<file path="src/rtl/fp_pkg.sv">
// Shared IEEE-754 single-precision definitions for the divider and multiplier pipelines.
package fp_pkg;

  localparam int          EXP_W = 8;
  localparam int          MAN_W = 23;
  localparam int          BIAS  = 127;
  localparam logic [31:0] QNAN  = 32'h7FC0_0000;

  typedef enum logic [1:0] {
    S_IDLE = 2'd0,
    S_PREP = 2'd1,
    S_ITER = 2'd2,
    S_DONE = 2'd3
  } state_t;

  // Signed infinity with the given sign bit.
  function automatic logic [31:0] fp_inf(input logic sign);
    return {sign, 8'hFF, 23'h00_0000};
  endfunction

  // Signed zero with the given sign bit.
  function automatic logic [31:0] fp_zero(input logic sign);
    return {sign, 31'h0000_0000};
  endfunction

endpackage

</file>
<file path="src/rtl/fp_classify.sv">
// Decodes one single-precision operand; exponent 0 counts as zero (denormals flushed).
module fp_classify
  import fp_pkg::*;
(
  input  logic [31:0] i_op,
  output logic        o_is_zero,
  output logic        o_is_inf,
  output logic        o_is_nan
);

  logic [EXP_W-1:0] w_exp;
  logic [MAN_W-1:0] w_man;
  logic             w_exp_max;

  assign w_exp     = i_op[30:23];
  assign w_man     = i_op[22:0];
  assign w_exp_max = (w_exp == 8'hFF);

  assign o_is_zero = (w_exp == 8'h00);
  assign o_is_inf  = w_exp_max & (w_man == 23'h00_0000);
  assign o_is_nan  = w_exp_max & (w_man != 23'h00_0000);

endmodule

</file>
<file path="src/rtl/fp_div_seq.sv">
// Sequential single-precision divider: one restoring-division quotient bit per clock,
// truncating rounding, denormals flushed to zero.
module fp_div_seq
  import fp_pkg::*;
(
  input  logic        clk,
  input  logic        rst,
  input  logic        start,
  input  logic [31:0] a,
  input  logic [31:0] b,
  output logic        busy,
  output logic        done,
  output logic [31:0] result,
  output logic        invalid,
  output logic        div_by_zero,
  output logic        overflow,
  output logic        underflow
);

  localparam logic signed [9:0] BIAS_S = 10'(BIAS);

  state_t             r_state;
  state_t             w_state_next;
  logic               r_busy;
  logic               r_done;
  logic [31:0]        r_a;
  logic [31:0]        r_b;
  logic [24:0]        r_rem;
  logic [23:0]        r_mb;
  logic [21:0]        r_q;
  logic signed [9:0]  r_exp;
  logic               r_sign;
  logic [4:0]         r_cnt;
  logic [31:0]        r_result;
  logic               r_invalid;
  logic               r_dbz;
  logic               r_ovf;
  logic               r_unf;

  logic               w_a_zero, w_a_inf, w_a_nan;
  logic               w_b_zero, w_b_inf, w_b_nan;
  logic               w_sign;
  logic [23:0]        w_ma;
  logic [23:0]        w_mb;
  logic               w_adj;
  logic [24:0]        w_rem_init;
  logic signed [9:0]  w_exp_prep;
  logic [24:0]        w_diff;
  logic               w_qbit;
  logic [24:0]        w_rem_next;
  logic               w_last;
  logic               w_special;
  logic [31:0]        w_spec_result;
  logic               w_spec_invalid;
  logic               w_spec_dbz;
  logic [31:0]        w_norm_result;
  logic               w_norm_ovf;
  logic               w_norm_unf;

  fp_classify u_cls_a (.i_op(r_a), .o_is_zero(w_a_zero), .o_is_inf(w_a_inf), .o_is_nan(w_a_nan));
  fp_classify u_cls_b (.i_op(r_b), .o_is_zero(w_b_zero), .o_is_inf(w_b_inf), .o_is_nan(w_b_nan));

  // Alignment: a smaller dividend mantissa is doubled so the quotient MSB is always 1.
  assign w_sign     = r_a[31] ^ r_b[31];
  assign w_ma       = {1'b1, r_a[22:0]};
  assign w_mb       = {1'b1, r_b[22:0]};
  assign w_adj      = (w_ma < w_mb);
  assign w_rem_init = w_adj ? {w_ma, 1'b0} : {1'b0, w_ma};
  assign w_exp_prep = $signed({2'b00, r_a[30:23]}) - $signed({2'b00, r_b[30:23]})
                      + BIAS_S - $signed({9'd0, w_adj});

  // The only subtractor: remainder < 2*divisor, so bit 24 of the difference is the borrow.
  assign w_diff     = r_rem - {1'b0, r_mb};
  assign w_qbit     = ~w_diff[24];
  assign w_rem_next = w_qbit ? {w_diff[23:0], 1'b0} : {r_rem[23:0], 1'b0};
  assign w_last     = (r_cnt == 5'd23);

  // Special operand resolution, highest priority first.
  always_comb begin
    w_special      = 1'b1;
    w_spec_result  = QNAN;
    w_spec_invalid = 1'b0;
    w_spec_dbz     = 1'b0;
    if (w_a_nan | w_b_nan | (w_a_zero & w_b_zero) | (w_a_inf & w_b_inf)) begin
      w_spec_invalid = 1'b1;
    end else if (w_b_zero) begin
      w_spec_result = fp_inf(w_sign);
      w_spec_dbz    = 1'b1;
    end else if (w_a_inf) begin
      w_spec_result = fp_inf(w_sign);
    end else if (w_a_zero | w_b_inf) begin
      w_spec_result = fp_zero(w_sign);
    end else begin
      w_special = 1'b0;
    end
  end

  // Final packing: the quotient MSB (implicit 1) has shifted out, r_q plus the last bit is the fraction.
  always_comb begin
    w_norm_result = {r_sign, r_exp[7:0], r_q, w_qbit};
    w_norm_ovf    = 1'b0;
    w_norm_unf    = 1'b0;
    if (r_exp >= 10'sd255) begin
      w_norm_result = fp_inf(r_sign);
      w_norm_ovf    = 1'b1;
    end else if (r_exp <= 10'sd0) begin
      w_norm_result = fp_zero(r_sign);
      w_norm_unf    = 1'b1;
    end else begin
      w_norm_ovf    = 1'b0;
    end
  end

  // Next-state logic for the IDLE/PREP/ITER/DONE sequence.
  always_comb begin
    w_state_next = r_state;
    case (r_state)
      S_IDLE: begin
        if (start) w_state_next = S_PREP;
        else       w_state_next = S_IDLE;
      end
      S_PREP: begin
        if (w_special) w_state_next = S_DONE;
        else           w_state_next = S_ITER;
      end
      S_ITER: begin
        if (w_last) w_state_next = S_DONE;
        else        w_state_next = S_ITER;
      end
      S_DONE:  w_state_next = S_IDLE;
      default: w_state_next = S_IDLE;
    endcase
  end

  // State register with busy/done registered from the next state.
  always_ff @(posedge clk or negedge rst) begin
    if (!rst) begin
      r_state <= S_IDLE;
      r_busy  <= 1'b0;
      r_done  <= 1'b0;
    end else begin
      r_state <= w_state_next;
      r_busy  <= (w_state_next != S_IDLE);
      r_done  <= (w_state_next == S_DONE);
    end
  end

  // Operand capture, iteration datapath and result/flag registers.
  always_ff @(posedge clk or negedge rst) begin
    if (!rst) begin
      r_a       <= 32'h0;
      r_b       <= 32'h0;
      r_rem     <= 25'h0;
      r_mb      <= 24'h0;
      r_q       <= 22'h0;
      r_exp     <= 10'sd0;
      r_sign    <= 1'b0;
      r_cnt     <= 5'd0;
      r_result  <= 32'h0;
      r_invalid <= 1'b0;
      r_dbz     <= 1'b0;
      r_ovf     <= 1'b0;
      r_unf     <= 1'b0;
    end else begin
      case (r_state)
        S_IDLE: begin
          if (start) begin
            r_a <= a;
            r_b <= b;
          end
        end
        S_PREP: begin
          r_cnt  <= 5'd0;
          r_q    <= 22'h0;
          r_sign <= w_sign;
          if (w_special) begin
            r_result  <= w_spec_result;
            r_invalid <= w_spec_invalid;
            r_dbz     <= w_spec_dbz;
            r_ovf     <= 1'b0;
            r_unf     <= 1'b0;
          end else begin
            r_rem <= w_rem_init;
            r_mb  <= w_mb;
            r_exp <= w_exp_prep;
          end
        end
        S_ITER: begin
          r_rem <= w_rem_next;
          r_q   <= {r_q[20:0], w_qbit};
          r_cnt <= r_cnt + 5'd1;
          if (w_last) begin
            r_result  <= w_norm_result;
            r_invalid <= 1'b0;
            r_dbz     <= 1'b0;
            r_ovf     <= w_norm_ovf;
            r_unf     <= w_norm_unf;
          end
        end
        S_DONE: begin
          r_cnt <= r_cnt;
        end
        default: begin
          r_cnt <= 5'd0;
        end
      endcase
    end
  end

  assign busy        = r_busy;
  assign done        = r_done;
  assign result      = r_result;
  assign invalid     = r_invalid;
  assign div_by_zero = r_dbz;
  assign overflow    = r_ovf;
  assign underflow   = r_unf;

endmodule
</file>
<file path="config.mk">
export PLATFORM = sky130hd
export DESIGN_NAME = fp_div_seq
export DESIGN_NICKNAME = d
export VERILOG_FILES = /design/src/rtl/fp_pkg.sv /design/src/rtl/fp_classify.sv /design/src/rtl/fp_div_seq.sv
export SDC_FILE = /design/constraint.sdc
export NUM_CORES = 1
export LEC_CHECK = 0
export ABC_AREA = 1
export ABC_CLOCK_PERIOD_IN_PS = 3330
export CAP_MARGIN = 20
export CORE_MARGIN = 8
export CORE_UTILIZATION = 30
export CTS_CLUSTER_SIZE = 24
export DETAILED_ROUTE_END_ITERATION = 10
export GPL_ROUTABILITY_DRIVEN = 0
export PLACE_DENSITY_LB_ADDON = 0.3
export SLEW_MARGIN = 20
export SYNTH_ARGS = -nofsm -noshare
export SYNTH_HDL_FRONTEND = slang
export SYNTH_SLANG_ARGS = --single-unit
export TNS_END_PERCENT = 100
</file>
<file path="constraint.sdc">
create_clock -name clk -period 3.33 [get_ports clk]
set_input_delay 0.333 -clock clk [delete_from_list [all_inputs] [get_ports clk]]
set_output_delay 0.333 -clock clk [all_outputs]
set_load 0.05 [all_outputs]
</file>
* After elaboration in Yosys (flattened, before gate mapping)
Index checks and enable logic that the tools add are counted.
W data, S select, Z words.
** Storage, ports and cells
- Register bits after elaboration :: 191
- Output and inout port bits :: 38
** Cells by class
- Add/sub/neg operators :: 5
- $lt $le $gt $ge :: 3
- Eq/ne operators :: 10
- Mux-type cells :: 39
- Bitwise logic cells :: 13
- Reduce and logical (&&, ||, !) cells :: 13
** Operator list (count)
- $mux W32 :: 6
- $mux W25 :: 3
- $pmux W32 S2 :: 1
- $mux W31 :: 2
- $pmux W25 S2 :: 1
- $logic_not A23 Y1 :: 2
- $reduce_bool A23 Y1 :: 2
- $pmux W22 S2 :: 1
- $sub A25 B24 Y25 :: 1
- $lt A24 B24 Y1 :: 1
- $mux W1 :: 19
- $eq A8 B8 Y1 const B :: 2
- $logic_not A8 Y1 :: 2
- $add A9 B8 Y10 const B :: 1
- $ge A10 B9 Y1 const B :: 1
- $le A10 B1 Y1 const B :: 1
- $pmux W5 S2 :: 1
- $sub A10 B2 Y10 :: 1
- $sub A8 B8 Y9 :: 1
- $pmux W1 S2 :: 4
- $pmux W2 S4 :: 1
- $and A1 B1 Y1 :: 6
- $eq A2 B2 Y1 const B :: 3
- $ne A2 B2 Y1 const B :: 3
- 10 further kinds :: 17

* Depth between registers and ports, before layout
- Depth in word-level cells :: 10
- Depth in mapped cells :: 23
- Depth with buffers taken out :: 22

* By module
Synthesis repeated with hierarchy kept, for this count alone.
** Second synthesis, totals
- Cell total of the unflattened synthesis :: 1638
- Area total of the unflattened synthesis :: 11812.6 µm²
** By module, submodules not included
- fp_div_seq :: instances 1, cells an instance 1568, area an instance 11507.3 µm², sequential area each 4779.6 µm²
- fp_classify :: instances 2, cells an instance 35, area an instance 152.6 µm², sequential area each 0.0 µm²

* Least setup slack after synthesis
OpenSTA, ideal clock, no wires.
- Path kind :: register to register
- Start :: register r_a[19]
- End :: register r_exp[9]
- Arrival :: 3.100 ns
- Slack :: 0.154 ns
- Stages on the path, launching flop included :: 20
- Period minus slack after synthesis :: 3.176 ns
- Path through :: dfrtp_1 ha_1 a21o_1 o21ai_1 nand2_1 nor2_1 nand2_1 buf_2 ha_1 ha_1 fa_1 nand3_1 nand2_1 inv_1 o21ai_0 a21oi_1 nor2_1 nor3_1 nand2_1 o21ai_1
** Between the ends
- Cells in the longest elaborated chain, start to end :: 8
- Elaborated cells on any way between the ends :: 15
- Classes of those cells :: add/sub: 1; order compare: 1; mux: 3; bitwise: 7; reduce/logical: 3
** Ends and longest elaborated chain
- start: declaration :: line fp_div_seq.sv:26 : logic [31:0] r_a;
- start signal: assignment :: line fp_div_seq.sv:151 : r_a <= 32'h0;
- start signal: assignment :: line fp_div_seq.sv:168 : r_a <= a;
- parallel branches: the longest is 8 deep, another holds $lt A24 B24 Y1
- end signal: assignment :: line fp_div_seq.sv:185 : r_exp <= w_exp_prep;
- end: declaration :: line fp_div_seq.sv:31 : logic signed [9:0] r_exp;
Parallel ways; which one is timed is not known.
A chain may end at the register's enable or synchronous reset.

* Final worst setup path
- Start :: register r_a[21]
- End :: register r_exp[9]
The elaborated chain is that of the path after synthesis.

==> reports/qor.yml <==
detailed_routing:
  wl_per_cell_um: 14.4
  drt_wl_total_um: 33000
  drt-pass1-iter-count: 7
  vias: 10800
  drt_iter0_markers: 717
  drc: 0
  viasPerCell: 4.71
  ant_nets: 0
final_layout:
  drive_gt1_share_pct: 6.57
  antenna_cells: 0
  area_growth_pct: 19.0
  nNetsFinal: 1890
timing:
  final_max_slew_viol_count: 0
  min_period_ns: 3.05
  setup_tns_ns: 0
  clock_skew_ns: 0.0156
  finalHoldViolCount: 0
  slew_headroom_pct: 52.2
  fin_crit_sh_pct: 91.7
  worst_pin_slew_ns: 0.717
  setup_violations: 0
  max_freq_ghz: 0.327
die:
  dieHeight_um: 216
  row_count: 73
  start_util_pct: 30.3
  die-area_um2: 46500
  ioPinCount: 105
  coreArea_um2: 39500
  die_width_um: 216
synthesis:
  ys_async_sr_fraction_pct: 100
  synth-seq-cells: 191
  syn_area_per_cell_um2: 7.15
  synth_top_area_share_pct: 39.9
  synth_top_flop_cell: "dfrtp_1"
  yosysMostFrequentCell: "nand2_1"
  syn_nets: 1812
  yosysSeqAreaShare_pct: 39.9
  yosys_warnings: 0
  yosysTopAreaCell: "dfrtp_1"
  yosysUniqueCellTypes: 38
  syn_area_um2: 12000
  synth_edf_count: 0
  synth_common_cells: "nand2_1 (475), inv_1 (244), dfrtp_1 (191), nand3_1 (172), nor2_1 (134)"
  syn_inst: 1675
  ys_top_cells_by_area: "dfrtp_1 (40%), nand2_1 (15%), inv_1 (7.7%)"
setup_path:
  worst-r2r-cell-count: 19
  path_class: "reg2reg"
  arrival_ns: 3.43
  cp_max_fo: 3
  regToRegStartpoint: "r_a[21]"
  crit_start: "r_a[21]"
  timing.rr.end: "r_exp[9]"
  start_kind: "flop"
  cp.required_ns: 3.70
  rrSetupSlack_ns: 0.28
  endpoint_kind: "flop"
  crit_path_end: "r_exp[9]"
global_route:
  grt_pass1_vias: 10700
  globalRouteTotalUtil_pct: 14.3
  grt_overflow: 0
  grt_max_degree: 87
  grt_pass1_wl_um: 55000
  antenna_found_initial: 0
placement:
  hpwl_um: 24600
  port_buffers: 104
cts:
  clkSlewWorstSetupHoldPaths_ns: 0.08
  clock_latency_ns: 0.45
  cts_inserted_buffers: 17
  htree_levels: 4
  cts.sinks: 191
  clockBufferDepth: 2
  root_buffer: "clkbuf_16"
  cts_tree: "done"
min_path:
  hp-class: "in2reg"
flow_run:
  maxCapViolCount: 0
status:
  outcome: "complete, no violations"
==> cell type report <==
class / instances / area, um^2
fillers: 4155 / 25300
multi-input cells: 1155 / 5920
flip-flops and latches: 191 / 4780
repair buffers: 127 / 1280
inverters: 261 / 980
well taps: 525 / 657
clock buffers: 17 / 425
clock inverters: 15 / 194
==> flip-flops by register name, indices dropped and copies added (netlist names), 2 cells and up <==
| name | flops |
|---|---|
| r_a | 32 |
| r_b | 32 |
| result | 32 |
| r_rem | 25 |
| r_mb | 24 |
| r_q | 22 |
| r_exp | 10 |
| r_cnt | 5 |
| r_state | 2 |
==> metrics by stage <==
| step | hold slack (ns) | utilization (%) | area (um^2) | setup slack, ns | instances |
|---|---|---|---|---|---|
| after floorplan | 0.0374 | - | 12000 | 0.154 | 1675 |
| after global placement | 0.444 | 34.3 | 13500 | 0.239 | 2254 |
| after detailed placement | 0.450 | 34.3 | 13500 | 0.131 | 2254 |
| after CTS | 0.438 | 35.8 | 14200 | 0.113 | 2287 |
| after global routing | 0.451 | 36.0 | 14200 | -0.0119 | 2291 |
| final | 0.460 | 36.0 | 14200 | 0.275 | 2291 |
==> cells by family after synthesis <==
family                     synth area share [%]
muxes                                     0.753
and+or+nand+nor                            30.3
AOI/OAI and AO/OA                          9.09
buffers and inverters                      11.0
xor gates and xnor gates                   1.46
DFF                                        39.9
adders and majority gates                  7.51
==> layer usage <==
| metal | track usage, % | part of all wire [%] | vias up |
|---|---|---|---|
| li1 | - | - | 5500 |
| met1 | 19.3 | 49 | 5049 |
| met2 | 23.0 | 46 | 208 |
| met3 | 2.04 | 3.4 | 36 |
| met4 | 4.95 | 2.2 | 0 |
| met5 | 0 | 0 | - |
==> worst min path at each step <==
stage,from,to,cells past startpoint
2_1_floorplan,rst,busy,0
3_3_place_gp,r_mb[23],r_mb[23],2
3_5_place_dp,rst,result[11],1
4_1_cts,b[1],r_b[1],3
5_1_grt,b[0],r_b[0],3
6_report,b[0],r_b[0],3
==> worst max-delay path, cell delays in order, from the launching register on <==
cell and delay [ns]:
dfrtp_1 0.40, ha_1 0.33, nand2_1 0.08, nor2_1 0.05
nand4_1 0.16, a21oi_1 0.09, nor2_2 0.14, nand2_2 0.10
ha_1 0.19, ha_2 0.18, fa_2 0.35, nand3_1 0.09
nand2_1 0.07, inv_1 0.07, o21ai_0 0.07, a21oi_1 0.20
nor2_1 0.08, nor3_1 0.20, nand2_1 0.07, o21ai_1 0.07
==> timing repair <==
item	in CTS	in global routing
hold buffers	1	0
endpoints found under the setup margin	0	2
buffers inserted	0	4
endpoints found under the hold margin	84	0
resized for setup	0	16
==> placed cells by master (no fill, tap or decap), drive strengths merged, types with 22 or more instances in the layout <==
cell type / count
ha: 67
inv: 268
a21oi: 97
buf: 22
clkdlybuf4s50: 103
o21ai: 87
nand3: 174
nor2: 139
nand4: 41
nand2: 482
dfrtp: 191
Power is left out: the tool's default activity adds up to more than one toggle a clock period on the data nets, which glitch-free logic cannot reach.
==> RTL change, RTL diff (same flow settings) <==
Register the output `result` once more, cleared by the reset; this adds one clock of latency there. The other outputs are not delayed to match.
--- a/src/rtl/fp_div_seq.sv
+++ b/src/rtl/fp_div_seq.sv
@@ -210,5 +210,11 @@
   assign busy        = r_busy;
   assign done        = r_done;
-  assign result      = r_result;
+  always_ff @(posedge clk or negedge rst) begin
+    if (!rst) begin
+      result <= '0;
+    end else begin
+      result <= r_result;
+    end
+  end
   assign invalid     = r_invalid;
   assign div_by_zero = r_dbz;
Formal check against the unedited RTL: not equivalent (a bounded check fails within 4 cycles, from zero or initial values and one cycle with rst low).
==> RTL change against the original RTL <==
Synthesized area grew 6.1%; count of clock-buffer cells in the layout grew 15; routed wire length grew 2.7%; setup slack gained 0.050 ns; design area grew 7.1%; sequential cell count grew 32; largest cell class unchanged; critical endpoint is now r_exp[7]$_DFFE_PN0P_; critical path type unchanged.
Power is left out: the tool's default activity adds up to more than one toggle a clock period on the data nets, which glitch-free logic cannot reach.
==> RTL change: results (changes against the original RTL) <==
detailed_routing:
  post_drt_wl_per_cell_um: 14.4  # -0.23%
  initialDrtViolationCount: 715  # -0.28%
  via_per_inst: 4.65  # -1.3%
  first_pass_iters: 6  # -1
timing:
  relSlewSlack: 0.562  # +0.0405
  fin_worst_skew_ns: 0.0175  # +0.00194 ns
cts:
  clk_pin_slew_ns: 0.06  # -0.02 ns
  cts_buffer_depth: 3  # +1
  cts-htree-levels: 1  # -3
  insertion_delay_ns: 0.54  # +0.09 ns
  post_cts_buffers: 0  # unchanged
  ctsHoldBuffers: 1  # unchanged
  numCtsBuffers: 26  # +9
  cts_root_buf: "clkbuf_16"
global_routing:
  grt_pass1_wl_mm: 56.3  # +2.4%
  track_usage: 0.137  # -0.00605
  grt_max_degree: 90  # +3.4%
  antenna_found_initial: 0  # unchanged
  grt_pass1_vias: 10900  # +1.6%
outcome:
  status: "finished, final reports clean"
final_layout:
  n_fill_cell: 4405  # +6.0%
  diodes: 0  # unchanged
  nets: 1937  # +2.5%
  drive_above_1_share: 0.0566  # -0.00909
synthesis:
  synth.area.top_cells: "dfrtp_1 44%, nand2_1 13%, nor2_1 7.2%, inv_1 6.7%, ha_1 6.6%"
  synth_commonest_cells: "448 x nand2_1, 245 x nor2_1, 228 x inv_1"
  synthesis.nets: 1849  # +2.0%
  synthArstFlopShare: 1.00  # unchanged
  ys_seq_area_frac: 0.439  # +0.0400
  ys_types: 43  # +13%
  synth_ff_type: "dfrtp_1"
setup_path:
  r2r_start: "r_b[19]$_DFFE_PN0P_"
  critPathKind: "flop to flop"
  critPathMaxFanout: 3  # unchanged
  cp_top_family: "simple AND/OR/NAND/NOR gates"
  slowest_stage: "dfrtp_1"
  cp_slowest_stage_delay_ns: 0.35  # -0.05 ns
  r2r_slack_ns: 0.33  # +0.05 ns
  crit_arrival_ns: 3.41  # -0.02 ns
placement:
  post-dp-hpwl_mm: 25.3  # +2.6%
  numPortBuffers: 104  # unchanged
hold_path:
  hold_path_class: "flop to flop"
  worstHoldStart: "r_result[12]$_DFFE_PN0P_"
RTL change: cells by family after synthesis:
| logic type | Yosys count | share of synthesized area |
|---|---|---|
| xor gates and xnor gates | 23 | 0.0159 |
| AOI/OAI and AO/OA | 210 | 0.0861 |
| adders and majority gates | 70 | 0.0707 |
| muxes | 3 | 0.00266 |
| DFF | 223 | 0.439 |
| buffers and inverters | 296 | 0.0955 |
| and+or+nand+nor | 887 | 0.290 |
RTL change: area by class of cell:
class | count | area share
clock buffer | 32 | 0.0482
clock inverter | 16 | 0.0142
sequential | 223 | 0.366
inverter | 233 | 0.0573
multi-input combinational | 1193 | 0.389
tap | 539 | 0.0442
timing repair buffer | 123 | 0.0814
RTL change: per-stage QoR:
stage               cells  hold WS [ns]  utilization  cell area, µm²  setup slack (ns)
finish               2359         0.371        0.364           15300             0.325
global route         2359         0.370        0.364           15300           -0.0257
CTS                  2359         0.351        0.364           15200             0.263
detailed placement   2310         0.359        0.341           14300             0.280
global placement     2310         0.361        0.341           14300             0.379
floorplan            1712        0.0374            -           12700             0.343
RTL change: routing by layer:
layer  vias to the layer above  global-route usage  share of wire  routed length (µm)
met5                         -                   0              0                   0
met3                        57              0.0196          0.041                1380
met2                       192               0.227           0.46               15500
met1                      5134               0.182           0.47               16100
li1                       5590                   -              -                   -
met4                         0              0.0417          0.027                 928
RTL change: path summary, 6_finish.rpt:
check | cells after the start | endpoint
max | 21 | r_exp[7]$_DFFE_PN0P_
min | 0 | result[12]$_DFF_PN0_
max reg2reg | 21 | r_exp[7]$_DFFE_PN0P_
min reg2reg | 0 | result[12]$_DFF_PN0_
max in group asynchronous | 3 | r_b[13]$_DFFE_PN0P_
min in group asynchronous | 2 | result[14]$_DFF_PN0_
